<file path="src/rtl/key_pkg.sv">
// Shared types and defaults for the push-button conditioner.
package key_pkg;

  localparam int N_KEYS_DEF = 3;

  typedef enum logic [1:0] {
    IDLE         = 2'd0,
    PRESS_WAIT   = 2'd1,
    HELD         = 2'd2,
    RELEASE_WAIT = 2'd3
  } key_state_e;

endpackage

</file>
<file path="src/rtl/key_channel.sv">
// One key: 2-flop synchronizer, debounce FSM, and long-press timer.
module key_channel
  import key_pkg::*;
#(
  parameter int DEBOUNCE_CYCLES = 250000,
  parameter int LONG_CYCLES     = 50000000,
  parameter int ACTIVE_LOW      = 1
) (
  input  logic i_clk,
  input  logic i_rst_n,
  input  logic i_key,
  output logic o_level,
  output logic o_press,
  output logic o_release,
  output logic o_long
);

  localparam int DW = $clog2(DEBOUNCE_CYCLES + 1);
  localparam int LW = $clog2(LONG_CYCLES + 1);
  localparam logic [DW-1:0] DB_MAX  = DW'(DEBOUNCE_CYCLES);
  localparam logic [DW-1:0] DB_ONE  = DW'(1);
  localparam logic [LW-1:0] LG_MAX  = LW'(LONG_CYCLES);
  localparam logic          RAW_REL = (ACTIVE_LOW != 0);

  logic          r_sync1, r_sync2;
  logic          w_pressed;
  key_state_e    r_state, w_state_nx;
  logic [DW-1:0] r_db, w_db_nx, w_db_inc;
  logic [LW-1:0] r_lg, w_lg_nx, w_lg_inc;
  logic          r_level, r_press, r_release, r_long;
  logic          w_level_nx, w_press_nx, w_release_nx, w_long_nx;

  // Synchronizer idles at the released raw level so reset looks like "no key".
  always_ff @(posedge i_clk or negedge i_rst_n) begin
    if (!i_rst_n) begin
      r_sync1 <= RAW_REL;
      r_sync2 <= RAW_REL;
    end else begin
      r_sync1 <= i_key;
      r_sync2 <= r_sync1;
    end
  end

  assign w_pressed = r_sync2 ^ RAW_REL;
  assign w_db_inc  = (r_db == DB_MAX) ? r_db : r_db + DB_ONE;
  assign w_lg_inc  = r_lg + LW'(1);

  always_comb begin
    w_state_nx   = r_state;
    w_db_nx      = r_db;
    w_press_nx   = 1'b0;
    w_release_nx = 1'b0;
    case (r_state)
      IDLE: begin
        if (w_pressed) begin
          if (DB_ONE == DB_MAX) begin
            w_state_nx = HELD;
            w_press_nx = 1'b1;
            w_db_nx    = '0;
          end else begin
            w_state_nx = PRESS_WAIT;
            w_db_nx    = DB_ONE;
          end
        end
      end
      PRESS_WAIT: begin
        if (!w_pressed) begin
          w_state_nx = IDLE;
          w_db_nx    = '0;
        end else if (w_db_inc == DB_MAX) begin
          w_state_nx = HELD;
          w_press_nx = 1'b1;
          w_db_nx    = '0;
        end else begin
          w_db_nx = w_db_inc;
        end
      end
      HELD: begin
        if (!w_pressed) begin
          if (DB_ONE == DB_MAX) begin
            w_state_nx   = IDLE;
            w_release_nx = 1'b1;
            w_db_nx      = '0;
          end else begin
            w_state_nx = RELEASE_WAIT;
            w_db_nx    = DB_ONE;
          end
        end
      end
      RELEASE_WAIT: begin
        if (w_pressed) begin
          w_state_nx = HELD;
          w_db_nx    = '0;
        end else if (w_db_inc == DB_MAX) begin
          w_state_nx   = IDLE;
          w_release_nx = 1'b1;
          w_db_nx      = '0;
        end else begin
          w_db_nx = w_db_inc;
        end
      end
      default: begin
        w_state_nx = IDLE;
        w_db_nx    = '0;
      end
    endcase
  end

  // Long timer keeps running through a release glitch; it only restarts from IDLE/PRESS_WAIT.
  always_comb begin
    w_lg_nx   = '0;
    w_long_nx = 1'b0;
    if (r_state == HELD || r_state == RELEASE_WAIT) begin
      w_lg_nx = r_lg;
      if (r_lg != LG_MAX) begin
        w_lg_nx   = w_lg_inc;
        w_long_nx = (w_lg_inc == LG_MAX);
      end
    end
  end

  assign w_level_nx = (w_state_nx == HELD) || (w_state_nx == RELEASE_WAIT);

  always_ff @(posedge i_clk or negedge i_rst_n) begin
    if (!i_rst_n) begin
      r_state   <= IDLE;
      r_db      <= '0;
      r_lg      <= '0;
      r_level   <= 1'b0;
      r_press   <= 1'b0;
      r_release <= 1'b0;
      r_long    <= 1'b0;
    end else begin
      r_state   <= w_state_nx;
      r_db      <= w_db_nx;
      r_lg      <= w_lg_nx;
      r_level   <= w_level_nx;
      r_press   <= w_press_nx;
      r_release <= w_release_nx;
      r_long    <= w_long_nx;
    end
  end

  assign o_level   = r_level;
  assign o_press   = r_press;
  assign o_release = r_release;
  assign o_long    = r_long;

endmodule

</file>
<file path="src/rtl/key_conditioner.sv">
// Debounced press/release/long-press detection for N_KEYS independent buttons.
module key_conditioner
  import key_pkg::*;
#(
  parameter int N_KEYS          = N_KEYS_DEF,
  parameter int DEBOUNCE_CYCLES = 250000,
  parameter int LONG_CYCLES     = 50000000,
  parameter int ACTIVE_LOW      = 1
) (
  input  logic              i_clk,
  input  logic              i_rst_n,
  input  logic [N_KEYS-1:0] i_key,
  output logic [N_KEYS-1:0] o_level,
  output logic [N_KEYS-1:0] o_press,
  output logic [N_KEYS-1:0] o_release,
  output logic [N_KEYS-1:0] o_long
);

  for (genvar g = 0; g < N_KEYS; g++) begin : g_ch
    key_channel #(
      .DEBOUNCE_CYCLES(DEBOUNCE_CYCLES),
      .LONG_CYCLES    (LONG_CYCLES),
      .ACTIVE_LOW     (ACTIVE_LOW)
    ) u_ch (
      .i_clk    (i_clk),
      .i_rst_n  (i_rst_n),
      .i_key    (i_key[g]),
      .o_level  (o_level[g]),
      .o_press  (o_press[g]),
      .o_release(o_release[g]),
      .o_long   (o_long[g])
    );
  end

endmodule

</file>
<file path="config.mk">
export PLATFORM = sky130hd
export DESIGN_NAME = key_conditioner
export DESIGN_NICKNAME = d
export VERILOG_FILES = /design/src/rtl/key_pkg.sv /design/src/rtl/key_channel.sv /design/src/rtl/key_conditioner.sv
export SDC_FILE = /design/constraint.sdc
export NUM_CORES = 1
export LEC_CHECK = 0
export CAP_MARGIN = 20
export CORE_UTILIZATION = 45
export CTS_CLUSTER_SIZE = 40
export DETAILED_ROUTE_END_ITERATION = 10
export PLACE_DENSITY = 0.64
export SYNTH_ARGS = -nofsm -noshare
export SYNTH_HDL_FRONTEND = slang
export SYNTH_SLANG_ARGS = --single-unit
export TNS_END_PERCENT = 30
</file>
<file path="constraint.sdc">
create_clock -name i_clk -period 6.8 [get_ports i_clk]
set_clock_uncertainty 0.15 [all_clocks]
set_input_delay 1.02 -clock i_clk [delete_from_list [all_inputs] [get_ports i_clk]]
set_output_delay 1.02 -clock i_clk [all_outputs]
set_load 0.02 [all_outputs]
</file>
Yosys cells after proc, flatten, opt, wreduce, memory -nomap -nowiden --
Cells that the tools add are included.
Word-level totals: register bits 156, bits of input ports 5, output and inout port bits 12, word-level logic and storage cells 150
Operators by class: $add $sub $neg 6, equality and inequality tests 36, muxes and demuxes 69, reductions and logical operators 12
Operators with widths (count):
- $mux W18 | 18
- $pmux W18 S4 | 3
- $mux W26 | 6
- $eq A18 B18 Y1 const B | 6
- $add A26 B1 Y26 const B | 3
- $eq A26 B26 Y1 const B | 3
- $ne A26 B26 Y1 const B | 3
- $add A18 B1 Y18 const B | 3
- $mux W2 | 18
- $eq A2 B2 Y1 const B | 12
- $pmux W2 S4 | 3
- $mux W1 | 21
- $ne A2 B2 Y1 const B | 6
- $eq A2 B1 Y1 const B | 3
- $logic_not A2 Y1 | 3
- $logic_or A1 B1 Y1 | 6
- $ne A2 B1 Y1 const B | 3
- $reduce_and A2 Y1 | 3

Depth between registers and ports, before layout --
Gate-level depths: netlist of run 1.
depth in word-level cells 8, gate-level depth with buffers 12, depth with buffers taken out 10

Cells and area by module --
A second synthesis of run 1 with hierarchy kept.
Unflattened totals: cells, all modules 1121, area, all modules 9873.2 um^2
By module, submodules not included:
- key_channel at g_ch[0].u_ch | times used 1, cells an instance 378, area an instance 3409.5 um^2
- key_channel at g_ch[1].u_ch | times used 1, cells an instance 388, area an instance 3372.0 um^2
- key_channel at g_ch[2].u_ch | times used 1, cells an instance 355, area an instance 3091.7 um^2

Worst setup path before layout of run 1 --
No wires, ideal clock.
path type register -> register, start point register g_ch[0].u_ch.r_db[0], end point register g_ch[0].u_ch.r_db[6], library setup time 126 ps, data arrival time 2673 ps, path slack 3851 ps, cell stages (with the launch flop) 11, path buffers 1, period minus slack after synthesis 2949 ps, path through dfrtp_1 ha_1 nand3_2 or4_4 xnor2_1 nand4_1 nor4b_4 nor2_2 buf_6 and2_1 a221o_1
On the way: word-level cells in the longest chain between the ends 6, elaborated cells between the ends (all ways) 8, those cells by class add/sub: 1; eq/ne: 2; mux: 5
Ends and longest elaborated chain:
- start, declared | RTL line key_channel.sv:28 | logic [DW-1:0] r_db, w_db_nx, w_db_inc;
- start signal, assigned | RTL line key_channel.sv:135 | r_db <= w_db_nx;
- $add A18 B1 Y18 / $eq A18 B18 Y1 (equally long branches) | RTL line key_channel.sv:45 | assign w_db_inc = (r_db == DB_MAX) ? r_db : r_db + DB_ONE;
- $mux W18 * | RTL line key_channel.sv:45
- $eq A18 B18 Y1 | RTL line key_channel.sv:70, key_channel.sv:94
- $mux W18 * | RTL line key_channel.sv:70, key_channel.sv:94
- $mux W18, on equally long branches | RTL line key_channel.sv:91, key_channel.sv:67
- $pmux W18 S4 * | RTL line key_channel.sv:53 | case (r_state)
Every way passes the cells marked *; elsewhere a longest branch is shown, timed or not. A chain may end at the register's enable or synchronous reset.

Final worst setup path of run 1 --
start point register g_ch[0].u_ch.r_db[0], end point register g_ch[0].u_ch.r_db[5]
Same word-level chain as after synthesis.

==> results.cfg, run 1 <==
[cells_and_area]
drive_gt1_share_pct = 6.60
antenna_cells = 0
mostFrequentLayoutCells = 150 x dfrtp_1, 133 x nor2_1, 103 x nand2_1, 79 x nand3_1, 64 x o21ai_0
nNetsFinal = 1143
layout_commonest_cell = dfrtp_1
fillCellCount = 2033
utilization_pct = 50.1
area_growth_pct = 7.80

[power_and_ir_drop]
ir_worst_vdd_mv = 0.0960
p_leak_nw = 4.18
power_density_nw_per_um2 = 191
power_w = 0.00205

[timing]
fmax_mhz = 293
rsz0062_at_grt = false
setup_violations = 0
fin_ws_ns = 3.39
setup_tns_ns = 0
layout_min_cycle_time_ns = 3.41
maxSlewViolCount = 0
hold_viol = 0
finalCritPeriodShare_pct = 50.2
relSlewSlack_pct = 42.0
tightest_slew_ns = 0.866

[synthesis]
synth_area_sq_um = 9930
synth_cells = 1161
synth_ff_type = dfrtp_1
syn-num-nets = 1181
synth_cell_type_count = 81
synthArstFlopShare_pct = 100
ys_ff_latch = 156
avgSynthCellArea_sq_um = 8.55
synth_edf_count = 0
yosysWarnings = 0
ys_seq_area_share_pct = 39.4

[drt]
drt_iter0_drc = 462
wire_per_inst_um = 14.8
route.detailed.drc = 0
ant_nets = 0
finalWirelength_um = 20900
vias = 8129
via_per_inst = 5.76
dr.pass1.iters = 5

[clock_tree]
root_buffer = clkbuf_16
cts_made_buffers = 17
cts_buffer_depth = 2
clk_pin_slew_worst_paths_ns = 0.06
clk_latency_ns = 0.43
postCtsHoldBufs = 0
cts_htree_levels = 4
postCtsSetupRepairBufs = 0
cts.sinks = 156
tritoncts = yes
cts_resized = 0

[worst_setup_path]
worstPathCellList = ha_1 > nand3_2 > o21a_1 > a2111oi_0 > nand4_1 > nor4b_4 > nor2_2 > and2_2 > a221o_2
cp.arrival_ns = 3.58
slowest_stage = a2111oi_0
required_ns = 6.96
crit_fanout = 20
slowest_delay_ns = 0.49
crit_type = reg -> reg
startpoint_type = register
critPathTopFamily = simple AND/OR/NAND/NOR gates
cp_num_buf_inv = 0
endpoint_kind = register

[grt]
grt_pass1_wl_um = 35900
grt_pass1_vias = 7398
overflow = 0
antenna_found_initial = 0
grt_max_degree = 91
grt_use_total_pct = 19.7

[placed_design]
io_buffer_count = 16
hpwlAfterDp_um = 14400
post-place-ws_ns = 3.39
finalWeightedCongestion = 0.885

[floorplan]
io_pins = 17
initial_core_util_pct = 46.5
core_area_sq_um = 21400
rows = 53
die_width_um = 151
dieHeight_um = 151
dieArea_sq_um = 22700

[run_status]
status = completed

[flow_run]
drv_cap = 0

[min_path]
min_path_type = reg -> reg
[metal layers]
metal	track usage, %	up-vias	wire [um]
met5	0	-	0
met4	5.96	0	242
met3	3.82	20	600
met2	29.6	115	9420
met1	28.5	3930	10600
li1	-	4064	-
[cells in the mapped netlist, types with 23 or more instances]
library cell  count  share of area (%)
a21oi_1          33                1.7
xnor2_1          47                4.1
or3_1            25                1.6
o21ai_0          64                3.2
nand2_1         103                3.9
dfrtp_1         150                 38
nand4_1          40                2.5
and2_1           23                1.4
xor2_1           48                4.2
nand3_1          79                4.0
nor3_1           32                1.6
nor2_1          133                5.0
inv_1            34                1.3
clkbuf_1         39                1.5
[cell type report]
cell class,count,area [sq um],share of cell area [%]
flip-flops and latches,156,3910,36.5
inverters,34,128,1.19
well taps,275,344,3.21
clock inverters,11,165,1.54
clock buffers,21,460,4.30
multi-input cells,895,5510,51.5
repair buffers,19,184,1.72
[report_power, final]
| part | total, W | internal, W | switching (W) |
|---|---|---|---|
| logic | 0.0000814 | 0.0000250 | 0.0000564 |
| clock network | 0.00102 | 0.000633 | 0.000383 |
| registers | 0.000951 | 0.000937 | 0.0000137 |
[stage by stage]
step | instances | cell area, sq um | hold slack (ns)
2_1_floorplan | 1161 | 9930 | 0.195
3_3_place_gp | 1378 | 10100 | 0.197
3_5_place_dp | 1378 | 10100 | 0.197
4_1_cts | 1410 | 10700 | 0.203
5_1_grt | 1411 | 10700 | 0.206
6_report | 1411 | 10700 | 0.199
[registers in the layout, indices dropped and copies added, names as in the netlist]
| signal | count |
|---|---|
| g_ch.u_ch.o_long | 3 |
| g_ch.u_ch.r_sync2 | 3 |
| g_ch.u_ch.r_lg | 78 |
| g_ch.u_ch.r_state | 6 |
| g_ch.u_ch.o_release | 3 |
| g_ch.u_ch.o_level | 3 |
| g_ch.u_ch.r_sync1 | 3 |
| g_ch.u_ch.o_press | 3 |
| g_ch.u_ch.r_db | 54 |
[final timing paths]
kind | start | endpoint | slack (ns) | cells after the start
min in group asynchronous | i_rst_n | g_ch[1].u_ch.r_lg[13]$_DFFE_PN0P_ | 0.47 | 1
hold reg to reg | g_ch[2].u_ch.r_sync1$_DFF_PN1_ | g_ch[2].u_ch.r_sync2$_DFF_PN1_ | 0.20 | 0
setup reg to reg | g_ch[0].u_ch.r_db[0]$_DFFE_PN0P_ | g_ch[0].u_ch.r_db[5]$_DFFE_PN0P_ | 3.39 | 9
setup / recovery | g_ch[0].u_ch.r_db[0]$_DFFE_PN0P_ | g_ch[0].u_ch.r_db[5]$_DFFE_PN0P_ | 3.39 | 9
max in group asynchronous | i_rst_n | g_ch[0].u_ch.r_lg[6]$_DFFE_PN0P_ | 4.66 | 2
hold / removal | g_ch[2].u_ch.r_sync1$_DFF_PN1_ | g_ch[2].u_ch.r_sync2$_DFF_PN1_ | 0.20 | 0
[kinds of logic after synthesis]
logic type                 Yosys count  share of synthesized area, %
AOI/OAI and AO/OA                  193                          12.4
DFF                                156                          39.4
buffers and inverters              110                          5.10
muxes                               14                          1.42
and+or+nand+nor                    578                          31.5
adders and majority gates           15                          1.89
xor gates and xnor gates            95                          8.38
(Power assumes the default switching activity.)
==> run 2, diff against run 1 <==
==> constraint.sdc (replaced) <==
create_clock -name i_clk -period 3.3 [get_ports i_clk]
set_clock_uncertainty 0.15 [all_clocks]
set_input_delay 0.495 -clock i_clk [delete_from_list [all_inputs] [get_ports i_clk]]
set_output_delay 0.495 -clock i_clk [all_outputs]
set_load 0.02 [all_outputs]
==> results.cfg, run 2 (same netlist as run 1, synthesis figures left out) <==
[timing]
hold_viol = 35
finalCritPeriodShare_pct = 96.0
layout_min_cycle_time_ns = 3.17
hold_slack_ns = -0.0136
tightest_slew_ns = 0.829
fmax_mhz = 316
setup_tns_ns = 0
relSlewSlack_pct = 44.3
maxSlewViolCount = 0
setup_violations = 0

[clock_tree]
clk_latency_ns = 0.43
postCtsHoldBufs = 0
cts_made_buffers = 17
cts.sinks = 156
cts_buffer_depth = 2
tritoncts = yes
clk_pin_slew_worst_paths_ns = 0.07
root_buffer = clkbuf_16
cts_htree_levels = 4

[power_and_ir_drop]
p_leak_nw = 4.34
ir_worst_vdd_mv = 0.263
power_density_nw_per_um2 = 370
power_w = 0.00406

[worst_setup_path]
crit_type = reg -> reg
cp.arrival_ns = 3.33
startpoint_type = register
cp_num_buf_inv = 0
crit_fanout = 12
critPathTopFamily = simple AND/OR/NAND/NOR gates
slowest_stage = or4_4
worstPathCellList = ha_4 > nand3_2 > or4_4 > xnor2_1 > nand4_1 > nor4b_4 > nor2_4 > and2_2 > a221o_2
required_ns = 3.46
endpoint_kind = register
slowest_delay_ns = 0.57

[flow_run]
drv_cap = 0

[min_path]
min_path_type = in -> async

[floorplan]
core_area_sq_um = 21400
initial_core_util_pct = 46.5
io_pins = 17
die_width_um = 151
dieArea_sq_um = 22700
dieHeight_um = 151
rows = 53

[cells_and_area]
largest_register_ffs = 78
antenna_cells = 0
top_register = g_ch.u_ch.r_lg
regArea_sq_um = 3910
drive_gt1_share_pct = 9.74
largestRegisters = g_ch.u_ch.r_lg (78), g_ch.u_ch.r_db (54), g_ch.u_ch.r_state (6)
area_growth_pct = 10.6
utilization_pct = 51.5
final_cell_count_no_fill = 1446
layout_commonest_cell = dfrtp_1
multi_input_area_sq_um = 5560
fillCellCount = 1974
mostFrequentLayoutCells = 148 x dfrtp_1, 133 x nor2_1, 103 x nand2_1, 79 x nand3_1, 64 x o21ai_0
nNetsFinal = 1178

[placed_design]
place_inst = 1413
finalWeightedCongestion = 0.926
io_buffer_count = 16
hpwlAfterDp_um = 15200

[drt]
vias = 8296
finalWirelength_um = 21500
ant_nets = 0
dr.pass1.iters = 5
via_per_inst = 5.74
route.detailed.drc = 0
drt_iter0_drc = 550
wire_per_inst_um = 14.9

[run_status]
violations = hold timing
status = finished with violations

[grt]
grt_pass1_wl_um = 36600
overflow = 0
grt_use_total_pct = 20.1
grt_pass1_vias = 7559
grt_max_degree = 85
antenna_found_initial = 0
## run 2: cell types whose count changed in the layout (fill, tap and decap cells not counted), sizes merged
cell      delta
clkbuf       +1
clkinvlp     +4
buf         +35
clkinv       -3
bufinv       -2
## run 2: report_power, final
group | switching [W] | internal [W] | total [W]
clock | 0.000781 | 0.00113 | 0.00191
combinational | 0.000125 | 0.0000662 | 0.000191
sequential | 0.0000260 | 0.00193 | 0.00196
total | 0.000932 | 0.00313 | 0.00406
## run 2: through the flow
stage	hold slack (ns)	area [sq um]	worst slack, ns
2_1_floorplan	0.0494	9930	0.351
3_3_place_gp	0.197	10400	0.172
3_5_place_dp	0.198	10400	0.0596
4_1_cts	0.0174	10900	0.0411
5_1_grt	0.0520	11000	-0.0361
6_report	-0.0136	11000	0.131
## run 2: cell type report
cell class / instances / area share [%]
Clock buffer: 22 / 4.13
Clock inverter: 10 / 1.06
Inverter: 34 / 1.16
Multi-Input combinational cell: 895 / 50.6
Sequential cell: 156 / 35.6
Tap cell: 275 / 3.13
Timing Repair Buffer: 54 / 4.29
## run 2: path summary, 6_finish.rpt
path                                                  start                                 to  slack [ns]  depth (start not counted)
max                        g_ch[0].u_ch.r_db[1]$_DFFE_PN0P_   g_ch[0].u_ch.r_db[5]$_DFFE_PN0P_        0.13                          9
min                                                 i_rst_n  g_ch[1].u_ch.r_lg[20]$_DFFE_PN0P_       -0.01                          1
max reg2reg                g_ch[0].u_ch.r_db[1]$_DFFE_PN0P_   g_ch[0].u_ch.r_db[5]$_DFFE_PN0P_        0.13                          9
min reg2reg                  g_ch[1].u_ch.r_sync1$_DFF_PN1_     g_ch[1].u_ch.r_sync2$_DFF_PN1_        0.21                          0
max in group asynchronous                           i_rst_n     g_ch[0].u_ch.r_sync2$_DFF_PN1_        2.25                          2
min in group i_clk           g_ch[1].u_ch.r_sync1$_DFF_PN1_     g_ch[1].u_ch.r_sync2$_DFF_PN1_        0.21                          0
## run 2: repair_timing
item / in CTS / in global routing
buffers inserted: 0 / 1
endpoints found under the setup margin: 0 / 13
endpoints found under the hold margin: 0 / 0
resized for setup: 0 / 10
## run 2: layer usage
metal	vias to the layer above	global-route usage [%]	part of all wire, %
li1	4138	-	-
met1	3965	28.2	50
met3	27	3.58	3.2
met2	166	30.8	45
met4	0	7.07	1.7
met5	-	0	0
==> run 3, diff against run 2 <==
--- a/config.mk
+++ b/config.mk
@@ -7,9 +7,10 @@
 export LEC_CHECK = 0
 export CAP_MARGIN = 20
 export CORE_UTILIZATION = 45
-export CTS_CLUSTER_SIZE = 40
+export CTS_CLUSTER_SIZE = 14
 export DETAILED_ROUTE_END_ITERATION = 10
 export PLACE_DENSITY = 0.64
+export REMOVE_ABC_BUFFERS = 1
 export SYNTH_ARGS = -nofsm -noshare
 export SYNTH_HDL_FRONTEND = slang
 export SYNTH_SLANG_ARGS = --single-unit
==> results.cfg, run 3 (same netlist as run 1, synthesis figures left out) <==
[timing]
layout_min_cycle_time_ns = 3.07
relSlewSlack_pct = 51.9
setup_tns_ns = 0
fin_ws_ns = 0.229
hold_viol = 0
tightest_slew_ns = 0.717
fmax_mhz = 326
setup_violations = 0
maxSlewViolCount = 0
finalCritPeriodShare_pct = 93.1
rsz0062_at_grt = false

[power_and_ir_drop]
p_clk_share_pct = 48.4
p_int_w = 0.00323
switching_share_pct = 22.5
p_leak_nw = 4.34
combPwrFrac_pct = 4.6
ir_worst_vdd_mv = 0.274
power_density_nw_per_um2 = 380
seq_power_share_pct = 47.0
switching_power_w = 0.000938

[cells_and_area]
mostFrequentLayoutCells = 150 x dfrtp_1, 133 x nor2_1, 103 x nand2_1, 79 x nand3_1, 64 x o21ai_0
nNetsFinal = 1176
final_cell_count_no_fill = 1444
top_register = g_ch.u_ch.r_lg
postLayoutCellArea_sq_um = 11000
utilization_pct = 51.4
layout_commonest_cell = dfrtp_1
drive_gt1_share_pct = 9.15
largest_register_ffs = 78
antenna_cells = 0
area_growth_pct = 10.5
largestRegisters = g_ch.u_ch.r_lg (78), g_ch.u_ch.r_db (54), g_ch.u_ch.r_state (6)

[drt]
via_per_inst = 5.71
wire_per_inst_um = 15.2
vias = 8240
finalWirelength_um = 22000
route.detailed.drc = 0
ant_nets = 0
drt_iter0_drc = 540
dr.pass1.iters = 4

[placed_design]
place_inst = 1411
finalWeightedCongestion = 0.889
io_buffer_count = 16
post-place-ws_ns = 0.197
hpwlAfterDp_um = 15200
placed_cell_area_sq_um = 10300

[floorplan]
dieHeight_um = 151
initial_core_util_pct = 46.5
rows = 53
io_pins = 17
die_width_um = 151
core_area_sq_um = 21400
dieArea_sq_um = 22700

[clock_tree]
clk_latency_ns = 0.42
tritoncts = yes
postCtsSetupRepairBufs = 0
root_buffer = clkbuf_16
cts_made_buffers = 17
clk_pin_slew_worst_paths_ns = 0.06
cts_htree_levels = 4
cts_buffer_depth = 2
cts.sinks = 156

[flow_run]
drv_cap = 0

[worst_setup_path]
endpoint_kind = register
required_ns = 3.45
cp.arrival_ns = 3.23
startpoint_type = register
crit_type = reg -> reg
crit_fanout = 10

[grt]
grt_max_degree = 72
overflow = 0
grt_pass1_wl_um = 37200
antenna_found_initial = 0
grt_pass1_vias = 7523
grt_use_total_pct = 20.2

[min_path]
min_path_type = reg -> reg

[run_status]
status = completed
[run 3: changes by cell type in the layout (fill, tap and decap cells not counted), sizes merged]
cell | before | now
buf | 39 | 36
bufinv | 2 | 3
clkinv | 2 | 3
clkinvlp | 5 | 3
dlygate4sd3 | 0 | 1
[run 3: path summary, 6_finish.rpt]
| check | startpoint | to | slack (ns) | cells after the start |
|---|---|---|---|---|
| max in group asynchronous | i_rst_n | g_ch[0].u_ch.r_lg[2]$_DFFE_PN0P_ | 1.77 | 3 |
| max | g_ch[0].u_ch.r_db[1]$_DFFE_PN0P_ | g_ch[0].u_ch.r_db[5]$_DFFE_PN0P_ | 0.23 | 9 |
| min reg2reg | g_ch[1].u_ch.r_sync1$_DFF_PN1_ | g_ch[1].u_ch.r_sync2$_DFF_PN1_ | 0.21 | 0 |
| min | g_ch[1].u_ch.r_sync1$_DFF_PN1_ | g_ch[1].u_ch.r_sync2$_DFF_PN1_ | 0.21 | 0 |
| max reg2reg | g_ch[0].u_ch.r_db[1]$_DFFE_PN0P_ | g_ch[0].u_ch.r_db[5]$_DFFE_PN0P_ | 0.23 | 9 |
| min in group asynchronous | i_rst_n | g_ch[2].u_ch.r_db[6]$_DFFE_PN0P_ | 0.50 | 2 |
[run 3: metrics by stage]
step	power (W)	hold slack, ns
global placement	0.00218	0.197
CTS	0.00421	0.206
floorplan	0.00208	0.0494
finish	0.00417	0.205
global route	0.00433	0.210
detailed placement	0.00218	0.197
[run 3: layout make-up]
class                           count  area, sq um
Clock inverter                     10          140
Timing Repair Buffer               52          459
Sequential cell                   156         3910
Tap cell                          275          344
Multi-Input combinational cell    895         5530
Fill cell                        1979        10400
Clock buffer                       22          464
Inverter                           34          128
[run 3: worst max-delay path: stages (launching register included)]
cell and delay [ns]:
dfrtp_1 0.44, ha_2 0.29, nand3_2 0.16, or4_4 0.56, xnor2_1 0.21, nand4_1 0.17
nor4b_4 0.32, nor2_2 0.15, buf_4 0.18, a221o_2 0.32
[run 3: what timing repair did]
item	in CTS	in global routing
endpoints found under the hold margin	64	0
setup endpoints to repair	0	11
hold buffers	1	0
resized for setup	0	3
[run 3: routing by layer]
metal	global-route usage (%)	vias up	routed length, um	part of all wire (%)
met2	30.8	164	9860	45
li1	-	4133	-	-
met3	2.67	22	712	3.2
met4	6.46	0	265	1.2
met1	29.5	3921	11100	51
met5	0	-	0	0
[run 3: power by group through the flow]
stage | Combinational, W | Sequential [W] | Clock [W]
after floorplan | 0.0000956 | 0.00199 | 0
after global placement | 0.000190 | 0.00199 | 0
after global routing | 0.000219 | 0.00196 | 0.00215
final | 0.000191 | 0.00196 | 0.00202
after CTS | 0.000193 | 0.00196 | 0.00206
after detailed placement | 0.000191 | 0.00199 | 0
